--- config.mk ---
export PLATFORM = sky130hd
export DESIGN_NAME = prescaled_led_counter
export DESIGN_NICKNAME = d
export VERILOG_FILES = /design/src/rtl/prescaled_led_counter.sv
export SDC_FILE = /design/constraint.sdc
export NUM_CORES = 1
export LEC_CHECK = 0
export CORE_MARGIN = 10
export CORE_UTILIZATION = 35
export CTS_BUF_LIST = sky130_fd_sc_hd__clkbuf_2 sky130_fd_sc_hd__clkbuf_4 sky130_fd_sc_hd__clkbuf_8
export DETAILED_ROUTE_END_ITERATION = 10
export SLEW_MARGIN = 20
export SYNTH_ARGS = -nofsm -noshare
export SYNTH_HDL_FRONTEND = slang
export SYNTH_SLANG_ARGS = --single-unit
--- constraint.sdc ---
create_clock -name CLK -period 4.8 [get_ports CLK]
set_input_delay 1.2 -clock CLK [delete_from_list [all_inputs] [get_ports CLK]]
set_output_delay 1.2 -clock CLK [all_outputs]
set_load 0.02 [all_outputs]
--- src/rtl/prescaled_led_counter.sv ---
// rtl/prescaled_led_counter.sv - prescaled up/down/bounce/hold LED counter; optional Gray LEDS via GRAY_OUT_EN
module prescaled_led_counter #(
    parameter int WIDTH = 8,
    parameter int N     = 22
) (
    input  logic             CLK,
    input  logic             RSTN,
    input  logic             EN,
    input  logic [1:0]       MODE,
    input  logic             LOAD,
    input  logic [WIDTH-1:0] DIN,
    output logic [WIDTH-1:0] LEDS,
    output logic             TICK,
    output logic             TC
);

    localparam logic [N-1:0]     PRE_ONE = N'(1);
    localparam logic [N-1:0]     PRE_MAX = {N{1'b1}};
    localparam logic [WIDTH-1:0] CNT_ONE = WIDTH'(1);
    localparam logic [WIDTH-1:0] CNT_MAX = {WIDTH{1'b1}};
    localparam logic [WIDTH-1:0] CNT_MIN = '0;

    localparam logic [1:0] MODE_UP     = 2'b00;
    localparam logic [1:0] MODE_DOWN   = 2'b01;
    localparam logic [1:0] MODE_BOUNCE = 2'b10;

    logic [N-1:0]     pre_q, pre_d;
    logic [WIDTH-1:0] cnt_q, cnt_d;
    logic             dir_q, dir_d;
    logic [WIDTH-1:0] leds_q, leds_d;
    logic             tick_q, tick_d;
    logic             tc_q, tc_d;
    logic             tick;

    // Count slot: last prescaler state of an enabled period.
    assign tick = EN & (pre_q == PRE_MAX);

    // Next-state: load beats enable; counter only moves on a tick, per MODE.
    always_comb begin
        pre_d  = pre_q;
        cnt_d  = cnt_q;
        dir_d  = dir_q;
        tick_d = 1'b0;
        tc_d   = 1'b0;
        if (LOAD) begin
            cnt_d = DIN;
            pre_d = '0;
        end else if (EN) begin
            pre_d  = pre_q + PRE_ONE;
            tick_d = tick;
            if (tick) begin
                case (MODE)
                    MODE_UP: begin
                        cnt_d = cnt_q + CNT_ONE;
                        dir_d = 1'b0;
                        tc_d  = (cnt_q == CNT_MAX);
                    end
                    MODE_DOWN: begin
                        cnt_d = cnt_q - CNT_ONE;
                        dir_d = 1'b1;
                        tc_d  = (cnt_q == CNT_MIN);
                    end
                    MODE_BOUNCE: begin
                        if (!dir_q) begin
                            if (cnt_q == CNT_MAX) begin
                                cnt_d = cnt_q - CNT_ONE;
                                dir_d = 1'b1;
                                tc_d  = 1'b1;
                            end else begin
                                cnt_d = cnt_q + CNT_ONE;
                            end
                        end else begin
                            if (cnt_q == CNT_MIN) begin
                                cnt_d = cnt_q + CNT_ONE;
                                dir_d = 1'b0;
                                tc_d  = 1'b1;
                            end else begin
                                cnt_d = cnt_q - CNT_ONE;
                            end
                        end
                    end
                    default: begin
                        cnt_d = cnt_q;
                        dir_d = dir_q;
                    end
                endcase
            end
        end
    end

    // LED encoding is taken from the next counter value so LEDS lands on the same edge as cnt.
    always_comb begin
`ifdef GRAY_OUT_EN
        leds_d = cnt_d ^ (cnt_d >> 1);
`else
        leds_d = cnt_d;
`endif
    end

    // State and registered outputs; reset clears everything without waiting for CLK.
    always_ff @(posedge CLK or negedge RSTN) begin
        if (!RSTN) begin
            pre_q  <= '0;
            cnt_q  <= '0;
            dir_q  <= 1'b0;
            leds_q <= '0;
            tick_q <= 1'b0;
            tc_q   <= 1'b0;
        end else begin
            pre_q  <= pre_d;
            cnt_q  <= cnt_d;
            dir_q  <= dir_d;
            leds_q <= leds_d;
            tick_q <= tick_d;
            tc_q   <= tc_d;
        end
    end

    assign LEDS = leds_q;
    assign TICK = tick_q;
    assign TC   = tc_q;

endmodule

### Word level (Yosys, flattened, before mapping)

Index checks and enable logic that the tools add are counted.

| storage, ports and cells | value |
|---|---|
| bits in registers | 33 |
| output and inout bits | 10 |
| logic and storage cells | 43 |

| cells by class | value |
|---|---|
| add/subtract/negate cells | 3 |
| eq/ne operators | 4 |
| mux-type cells | 21 |
| bitwise operators | 2 |
| reductions and logical operators | 8 |

Operator list:

| kind | count |
|---|---|
| $mux 8 | 6 |
| $mux 22 | 2 |
| $pmux 8 s3 | 1 |
| $add 22x1->22 const B | 1 |
| $eq 22x22->1 const B | 1 |
| $mux 1 | 10 |
| $add 8x1->8 const B | 1 |
| $eq 8x8->1 const B | 1 |
| $logic_not 8->1 | 1 |
| $sub 8x1->8 const B | 1 |
| $pmux 1 s3 | 2 |
| $reduce_and 4->1 | 1 |
| $reduce_bool 2->1 | 2 |
| $reduce_bool 4->1 | 1 |
| $reduce_and 3->1 | 1 |
| $reduce_bool 3->1 | 1 |
| $eq 2x1->1 const B | 1 |
| $eq 2x2->1 const B | 1 |
| $logic_not 2->1 | 1 |
| $and 1x1->1 | 1 |
| $not 1->1 | 1 |

### Logic depth before layout (Yosys ltp)

Gate-level depths: netlist (run 1).

| depth | value |
|---|---|
| word-level depth | 7 |
| depth in mapped cells | 8 |

### Least setup slack after synthesis (run 1)

OpenSTA, ideal clock, no wires.

| timing | value |
|---|---|
| kind | in2reg |
| from | in EN |
| to | reg leds_q[2] (netlist: LEDS[2]) |
| arrival | 2.400 ns |
| data required time | 4.675 ns |
| setup slack | 2.276 ns |
| stages | 7 |
| path buffers | 1 |
| cell sequence | nand3_1 -> nor3_4 -> nand4_2 -> or3_1 -> buf_6 -> nor3b_2 -> nor3_2 |

| between the ends | value |
|---|---|
| word-level cells in the longest chain between the ends | 3 |

Ends and longest elaborated chain:

| what | line | RTL |
|---|---|---|
| start: declaration | 8 | `input logic EN,` |
| $and 1x1->1 | 36 | `assign tick = EN & (pre_q == PRE_MAX);` |
| $reduce_bool 2->1 (no source line) | n/a |  |
| $reduce_and 3->1 (no source line) * | n/a |  |
| end signal: assignment | 113 | `leds_q <= leds_d;` |
| end: declaration | 30 | `logic [WIDTH-1:0] leds_q, leds_d;` |

Mark *: on every way between the ends. The rest lies on a longest branch, timed or not.
A chain may end at the register's enable or synchronous reset.

### Worst setup path after layout (run 1)

Ends and elaborated chain as after synthesis.

==> Implementation_results.wiki, run 1 <==
{| class="wikitable"
! Metric !! Value
|-
| VDD IR-drop max || 100 uV
|-
| Combinational family with the most area after synthesis || simple AND/OR/NAND/NOR gates
|-
| Iteration-0 DRC Markers || 85
|-
| Die outline area || 0.00986 sq mm
|-
| Area of the core || 0.00603 sq mm
|-
| Portion of synthesized cell area occupied by the leading cell type || 37.5%
|-
| Number of cells on the worst reg-to-reg path || 6
|-
| Deepest clock path buffer count || 2
|-
| Cell area after synthesis || between 0.002 and 0.0025 sq mm
|-
| Final critical-path share of the clock period || 62.4%
|-
| Max-slew headroom || 57.2%
|-
| Number of buffers created by CTS || 5
|-
| Number of search-and-repair iterations in the first detailed-routing pass || 4
|-
| Via count normalized by instance count || 5.14
|-
| CTS root buffer || sky130_fd_sc_hd__clkbuf_8
|-
| Cell variety after synth || 41
|-
| Cell types occupying the most area after synthesis || sky130_fd_sc_hd__dfrtp_1 (38%), sky130_fd_sc_hd__xor2_1 (6.8%), sky130_fd_sc_hd__nor2_1 (6.3%), sky130_fd_sc_hd__xnor2_1 (5.2%), sky130_fd_sc_hd__ha_1 (4.6%)
|-
| Synth Register Bits || 33
|-
| Clock tree from TritonCTS || yes
|-
| Num rows || 28
|-
| Initial cell density of the core || 36.5%
|-
| Synth Area in Adders || 4.55%
|-
| Clock transition at the registers of the reported paths || 0.07 ns
|-
| Filler cell count || 633
|-
| Gr ovfl total || 0
|-
| Slew @ Worst Pin || 0.637 ns
|-
| Boundary Pins || 24
|-
| Leading cell type by number of instances after synthesis || sky130_fd_sc_hd__nor2_1
|-
| Count of mapped cells out of synthesis || 250
|-
| Final hold violations || 0
|-
| Total of endpoints with negative setup slack in the final report || 0
|-
| Max-cap viol count || 0
|-
| Place WS || 1.50 ns
|-
| Count of flip-flops with a built-in enable after synthesis || 0
|-
| Power Dens Cells || 254 mW/mm^2
|-
| Pleak || roughly 1.1 nW
|-
| CP Cell Sequence || clkdlybuf4s50_1, nand3_1, nor3_4, nand4_2, or3_1, nor3b_2, nor3_2
|-
| Synthesized-area fraction occupied by xor and xnor cells || 11.9%
|-
| Multiplexer area fraction after synthesis || 4.10%
|-
| Crit path max fanout || 6
|-
| Pins over their slew limit || 0
|-
| Total Nets Final || 294
|-
| Clk sinks || 33
|-
| Clock latency at the later pin of the worst-skew pair || 0.28 ns
|-
| Total global routing track utilization || 10.4%
|-
| Number of warnings issued by yosys || 0
|-
| Via count || 1790
|-
| Maximum cell stage delay along the critical path || 0.58 ns
|-
| CP Launch Type || primary input
|-
| Wire per inst || 14.2 um
|-
| FFs w/ async S/R, synth || 100%
|-
| Synthesized area per cell || 8.80 sq um
|-
| GP Congestion || 0.774
|-
| Compound-cell area share of the yosys netlist || 11.5%
|-
| Final total negative setup slack || 0 ns
|-
| Final critical delay including setup and external delays || 2.99 ns
|-
| Highest-delay cell along the critical path || sky130_fd_sc_hd__clkdlybuf4s50_1
|-
| Fmax achieved || 334 MHz
|-
| Initial antenna violation count || 0
|-
| Wire length of the first global-routing pass || about 8600 um
|-
| CTS H-tree lvls || 2
|-
| Horizontal die dimension || 99.3 um
|-
| Post-CTS setup buffer count || 0
|-
| CTS hold repair buffers || 0
|-
| Arrival time at the worst endpoint || 3.16 ns
|-
| Die height || 99.3 um
|-
| Kind of end point of the critical path || register
|-
| Worst hold path class || register to register
|-
| Most used flip-flop cell after synthesis || sky130_fd_sc_hd__dfrtp_1
|-
| Antenna diode instance count || 0
|-
| Share of cells above drive strength 1 || 8.42%
|-
| Min-Delay Path Depth || 2
|-
| Crit path setup slack, layout || 1.81 ns
|-
| # resized after CTS || 0
|-
| Residual DRC || 0
|-
| Via count of the first global-routing pass || 1802
|-
| Register area share after synthesis || between 30% and 40%
|-
| Largest net degree at the start of global routing || 34
|-
| CP Data Required Time || 4.97 ns
|-
| Critical path class || primary input to register
|-
| Worst Skew || 0.00735 ns
|-
| Number of nets produced by synthesis || 272
|-
| Status || finished clean
|-
| Biggest area consumer among synthesized cells || sky130_fd_sc_hd__dfrtp_1
|-
| Antenna viol nets, final || 0
|-
| Total half-perimeter wirelength after legalization and detailed placement || 3740 um
|-
| Area grow syn2layout || 17.7%
|-
| Setup repair after global routing missed its margin || false
|-
| Total of buffers placed on input and output ports || 23
|-
| Total power || around 0.66 mW
|-
| Most used standard cells in the synthesized netlist || sky130_fd_sc_hd__nor2_1 (37), sky130_fd_sc_hd__dfrtp_1 (33), sky130_fd_sc_hd__nand2_1 (23)
|-
| Share of synthesized cell area in and, or, nand and nor gates || roughly a quarter
|-
| Total routed wirelength || between 4000 and 5000 um
|}
where the power goes:
group          internal [mW]  switching, mW
clock network          0.130         0.0996
logic                 0.0563         0.0676
registers              0.286         0.0198
registers in the layout (all words and copies together) (netlist names):
register / cells
dir_q: 1
pre_q: 22
LEDS: 8
TICK: 1
TC: 1
final timing paths:
path,to,startpoint,slack (ns)
min in group asynchronous,pre_q[14],RSTN,1.32
max in group asynchronous,pre_q[6],RSTN,3.18
max reg2reg,LEDS[3],LEDS[1],2.53
min,pre_q[20],pre_q[20],0.55
max,LEDS[2],EN,1.81
min reg2reg,pre_q[20],pre_q[20],0.55
logic make-up after synthesis:
logic type	after synthesis
compound gates	40
flops	33
mux	9
fa+ha+maj	8
buf+inv	22
simple gates	108
xor+xnor	30
metal layers:
metal / GRT usage [%] / wire length (um) / vias up
met5: 0 / 0 / -
met4: 3.64 / 96 / 0
met3: 3.04 / 221 / 8
met2: 14.8 / 2100 / 38
met1: 14.3 / 2520 / 838
li1: - / - / 906
critical path, delay by kind of cell:
kind	cells	cell delay, ns
buf+inv	1	0.58
simple gates	6	1.37
placed cells by master, fill, tap and decap left out, types with 2 or more instances in the layout:
master,netlist,layout
sky130_fd_sc_hd__nor2_1,37,37
sky130_fd_sc_hd__dfrtp_1,33,33
sky130_fd_sc_hd__nand2_1,23,23
sky130_fd_sc_hd__clkdlybuf4s50_1,0,23
sky130_fd_sc_hd__xor2_1,17,17
sky130_fd_sc_hd__xnor2_1,13,13
sky130_fd_sc_hd__inv_1,12,12
sky130_fd_sc_hd__o21ai_0,12,12
sky130_fd_sc_hd__a21oi_1,11,11
sky130_fd_sc_hd__nand4_1,10,10
sky130_fd_sc_hd__nand3_1,10,10
sky130_fd_sc_hd__mux2i_1,9,9
sky130_fd_sc_hd__nor3_1,8,8
sky130_fd_sc_hd__ha_1,8,8
sky130_fd_sc_hd__clkbuf_8,0,7
sky130_fd_sc_hd__o22ai_1,4,4
sky130_fd_sc_hd__a21o_1,3,3
sky130_fd_sc_hd__o31a_1,3,3
sky130_fd_sc_hd__and4_1,2,2
sky130_fd_sc_hd__and2_1,2,2
sky130_fd_sc_hd__and3_1,2,2
sky130_fd_sc_hd__or3_1,2,2
sky130_fd_sc_hd__a31oi_1,2,2
sky130_fd_sc_hd__or3_2,2,2
sky130_fd_sc_hd__o31ai_2,2,2
sky130_fd_sc_hd__buf_4,0,2
metrics by stage:
step / utilization, % / area, sq um / hold WS (ns) / std cells
4_1_cts: 43.0 / 2590 / 0.547 / 348
6_report: 43.0 / 2590 / 0.548 / 348
5_1_grt: 43.0 / 2590 / 0.576 / 348
2_1_floorplan: - / 2200 / 0.497 / 250
3_5_place_dp: 41.3 / 2490 / 0.528 / 340
3_3_place_gp: 41.3 / 2490 / 0.513 / 340
area by class of cell:
cell class / instances / area, sq um / share of cell area, %
multi-input cells: 195 / 1280 / 49.4
flip-flops and latches: 33 / 826 / 31.9
repair buffers: 25 / 245 / 9.47
clock buffers: 7 / 96.3 / 3.72
well taps: 75 / 93.8 / 3.62
inverters: 12 / 45.0 / 1.74
clock inverters: 1 / 5.00 / 0.193
(Power assumes the default switching activity.)
==> inputs of run 2 (changes only) <==
==> constraint.sdc (replaced) <==
create_clock -name CLK -period 2.6 [get_ports CLK]
set_input_delay 0.65 -clock CLK [delete_from_list [all_inputs] [get_ports CLK]]
set_output_delay 0.65 -clock CLK [all_outputs]
set_load 0.02 [all_outputs]
==> run 2 against run 1 <==
  * Global-route usage is 0.48 points higher
  * Register-to-register slack got worse by 2.0 ns
  * Largest cell class unchanged
  * Combinational power grew 100%
  * Die area unchanged
  * Clock skew decreased by 0.0037 ns
  * Routed wire length increased by 2.5%
==> Implementation_results.wiki, run 2 (synthesis results as in run 1) <==
{| class="wikitable"
! Metric !! Value
|-
| Status || finished clean (unchanged)
|-
| Total power || 1.23 mW (was 0.659 mW)
|-
| Most frequent standard cell in the layout excluding fill and tap cells || sky130_fd_sc_hd__nor2_1 (unchanged)
|-
| Worst path bufs/invs || 1 (unchanged)
|-
| Arrival time at the worst endpoint || 1.58 ns (was 3.16 ns)
|-
| Slew @ Worst Pin || 0.418 ns (was 0.637 ns)
|-
| Iteration-0 DRC Markers || 129 (was 85)
|-
| Number of search-and-repair iterations in the first detailed-routing pass || 4 (unchanged)
|-
| Pleak || 1.18 nW (was 1.11 nW)
|-
| Boundary Pins || 24 (unchanged)
|-
| Final critical-path share of the clock period || 85.7%
|-
| Gr ovfl total || 0 (unchanged)
|-
| Final total negative setup slack || 0 ns (unchanged)
|-
| Clock latency at the later pin of the worst-skew pair || 0.28 ns (about the same)
|-
| Residual DRC || 0 (unchanged)
|-
| Clk sinks || 33 (unchanged)
|-
| Total routed wirelength || 5060 um (was 4940 um)
|-
| Deepest clock path buffer count || 2 (unchanged)
|-
| Share of cells above drive strength 1 || 12.9% (was 8.42%)
|-
| Initial cell density of the core || 36.5% (unchanged)
|-
| CP Data Required Time || 1.95 ns (was 4.97 ns)
|-
| Total of endpoints with negative setup slack in the final report || 0 (unchanged)
|-
| Hold worst-path end || pre_q[13] (was pre_q[20])
|-
| CTS hold repair buffers || 0 (unchanged)
|-
| Total Nets Final || 308 (was 294)
|-
| Power Dens Cells || 458 mW/mm^2 (was 254 mW/mm^2)
|-
| Number of flip-flops under the largest register name || 22 (unchanged)
|-
| Reg2Reg Capture Point || LEDS[6] (was LEDS[3])
|-
| Reg-to-reg setup timing slack || 0.52 ns (was 2.53 ns)
|-
| CTS root buffer || sky130_fd_sc_hd__clkbuf_8 (unchanged)
|-
| Highest routed layer || met4 (unchanged)
|-
| Area of the multi-input gates || 0.00128 sq mm (unchanged)
|-
| Antenna diode instance count || 0 (unchanged)
|-
| CTS H-tree lvls || 2 (unchanged)
|-
| Met2 Wirelength || 2230 um (was 2100 um)
|-
| Number of buffers created by CTS || 5 (unchanged)
|-
| Crit path max fanout || 11 (was 6)
|-
| Crit path setup slack, layout || 0.371 ns (was 1.81 ns)
|-
| # resized after CTS || 0 (unchanged)
|-
| Area grow syn2layout || 22.5% (was 17.7%)
|-
| Die height || 99.3 um (unchanged)
|-
| Antenna viol nets, final || 0 (unchanged)
|-
| Register with the highest flop count || pre_q (unchanged)
|-
| Critical R2R Launch || LEDS[0] (was LEDS[1])
|-
| Post-CTS setup buffer count || 0 (unchanged)
|-
| Final critical delay including setup and external delays || 2.23 ns
|-
| GP Congestion || 0.839 (was 0.774)
|-
| Initial antenna violation count || 0 (unchanged)
|-
| Total of buffers placed on input and output ports || 23 (unchanged)
|-
| Die outline area || 0.00986 sq mm (unchanged)
|-
| Clock transition at the registers of the reported paths || 0.07 ns (about the same)
|-
| Total half-perimeter wirelength after legalization and detailed placement || 3880 um (was 3740 um)
|-
| VDD IR-drop max || 285 uV (was 100 uV)
|-
| Startpoint of the most critical hold path || pre_q[13] (was pre_q[20])
|-
| Cell family contributing the most delay on the critical path || buffers and inverters (was simple AND/OR/NAND/NOR gates)
|-
| Wire length of the first global-routing pass || 8940 um (was 8630 um)
|-
| Area of the core || 0.00603 sq mm (unchanged)
|-
| Via count normalized by instance count || 5.10 (was 5.14)
|-
| Critical path class || register to output pin (was primary input to register)
|-
| Commonest cells after routing, fill and taps aside || sky130_fd_sc_hd__nor2_1 (37), sky130_fd_sc_hd__dfrtp_1 (33), sky130_fd_sc_hd__nand2_1 (23), sky130_fd_sc_hd__clkdlybuf4s50_1 (23), sky130_fd_sc_hd__xor2_1 (17) (unchanged)
|-
| Place WS || 0.0701 ns (was 1.50 ns)
|-
| Largest net degree at the start of global routing || 34 (unchanged)
|-
| Worst Skew || 0.00370 ns (was 0.00735 ns)
|-
| Worst hold path class || register to register (unchanged)
|-
| Highest-delay cell along the critical path || sky130_fd_sc_hd__clkdlybuf4s50_1 (unchanged)
|-
| Max-cap viol count || 0 (unchanged)
|-
| Setup repair after global routing missed its margin || false (unchanged)
|-
| Final hold violations || 0 (unchanged)
|-
| Kind of end point of the critical path || output pin (was register)
|-
| Horizontal die dimension || 99.3 um (unchanged)
|-
| Num rows || 28 (unchanged)
|-
| Fmax achieved || 449 MHz
|-
| CP Cell Sequence || clkdlybuf4s50_1 (was clkdlybuf4s50_1, nand3_1, nor3_4, nand4_2, or3_1, nor3b_2, nor3_2)
|-
| Wire per inst || 14.0 um (was 14.2 um)
|-
| Via count || 1846 (was 1790)
|-
| Min-Delay Path Depth || 2 (unchanged)
|-
| Via count of the first global-routing pass || 1856 (was 1802)
|-
| Metal1 wirelength || 2560 um (was 2520 um)
|-
| Total global routing track utilization || 10.8% (was 10.4%)
|-
| Number of cells on the worst reg-to-reg path || 8 (was 6)
|-
| Met3 wire len || 187 um (was 221 um)
|-
| Pins over their slew limit || 0 (unchanged)
|-
| Maximum cell stage delay along the critical path || 0.69 ns (was 0.58 ns)
|-
| CP Launch Type || register (was primary input)
|-
| Seq. cell area || 826 sq um (unchanged)
|-
| Clock tree from TritonCTS || yes (unchanged)
|-
| Max-slew headroom || 71.9% (was 57.2%)
|-
| Filler cell count || 623 (was 633)
|}
[run 2: per-layer routing]
| metal | GRT usage [%] | vias up |
|---|---|---|
| li1 | - | 941 |
| met1 | 15.0 | 871 |
| met2 | 15.7 | 27 |
| met3 | 2.42 | 7 |
| met4 | 4.63 | 0 |
| met5 | 0 | - |
[run 2: layout make-up]
type | instances | area share (%)
Inverter | 12 | 1.67
Sequential cell | 33 | 30.6
Tap cell | 75 | 3.48
Clock inverter | 1 | 0.186
Multi-Input combinational cell | 195 | 47.4
Timing Repair Buffer | 39 | 13.0
Clock buffer | 7 | 3.57
[run 2: worst max path at each step]
| stage | end | slack, ns | startpoint | cells past startpoint |
|---|---|---|---|---|
| final | LEDS[2] | 0.37 | LEDS[2] | 1 |
| after CTS | LEDS[2] | 0.35 | LEDS[2] | 1 |
| after global routing | LEDS[2] | 0.26 | EN | 7 |
| after detailed placement | LEDS[2] | 0.07 | EN | 7 |
| after floorplan | LEDS[2] | 0.63 | EN | 7 |
| after global placement | LEDS[2] | 0.10 | EN | 7 |
[run 2: where the power goes]
group | switching, mW | internal [mW]
logic | 0.136 | 0.118
registers | 0.0286 | 0.528
clock network | 0.184 | 0.239
total | 0.349 | 0.885
[run 2: worst reg2reg max path, delay by kind of cell (launching register included)]
| family | cells | cell delay, ns |
|---|---|---|
| and+or+nand+nor | 3 | 0.33 |
| DFF | 1 | 0.50 |
| AOI/OAI and AO/OA | 3 | 0.71 |
| adders and majority gates | 1 | 0.32 |
| buffers and inverters | 1 | 0.14 |
[run 2: metrics by stage]
| stage | utilization [%] | std cells | area [sq um] | hold WS (ns) |
|---|---|---|---|---|
| after floorplan | - | 250 | 2200 | 0.354 |
| after global placement | 43.0 | 354 | 2590 | 0.516 |
| after detailed placement | 43.0 | 354 | 2590 | 0.526 |
| after CTS | 44.7 | 362 | 2700 | 0.547 |
| after global routing | 44.7 | 362 | 2700 | 0.570 |
| final | 44.7 | 362 | 2700 | 0.543 |
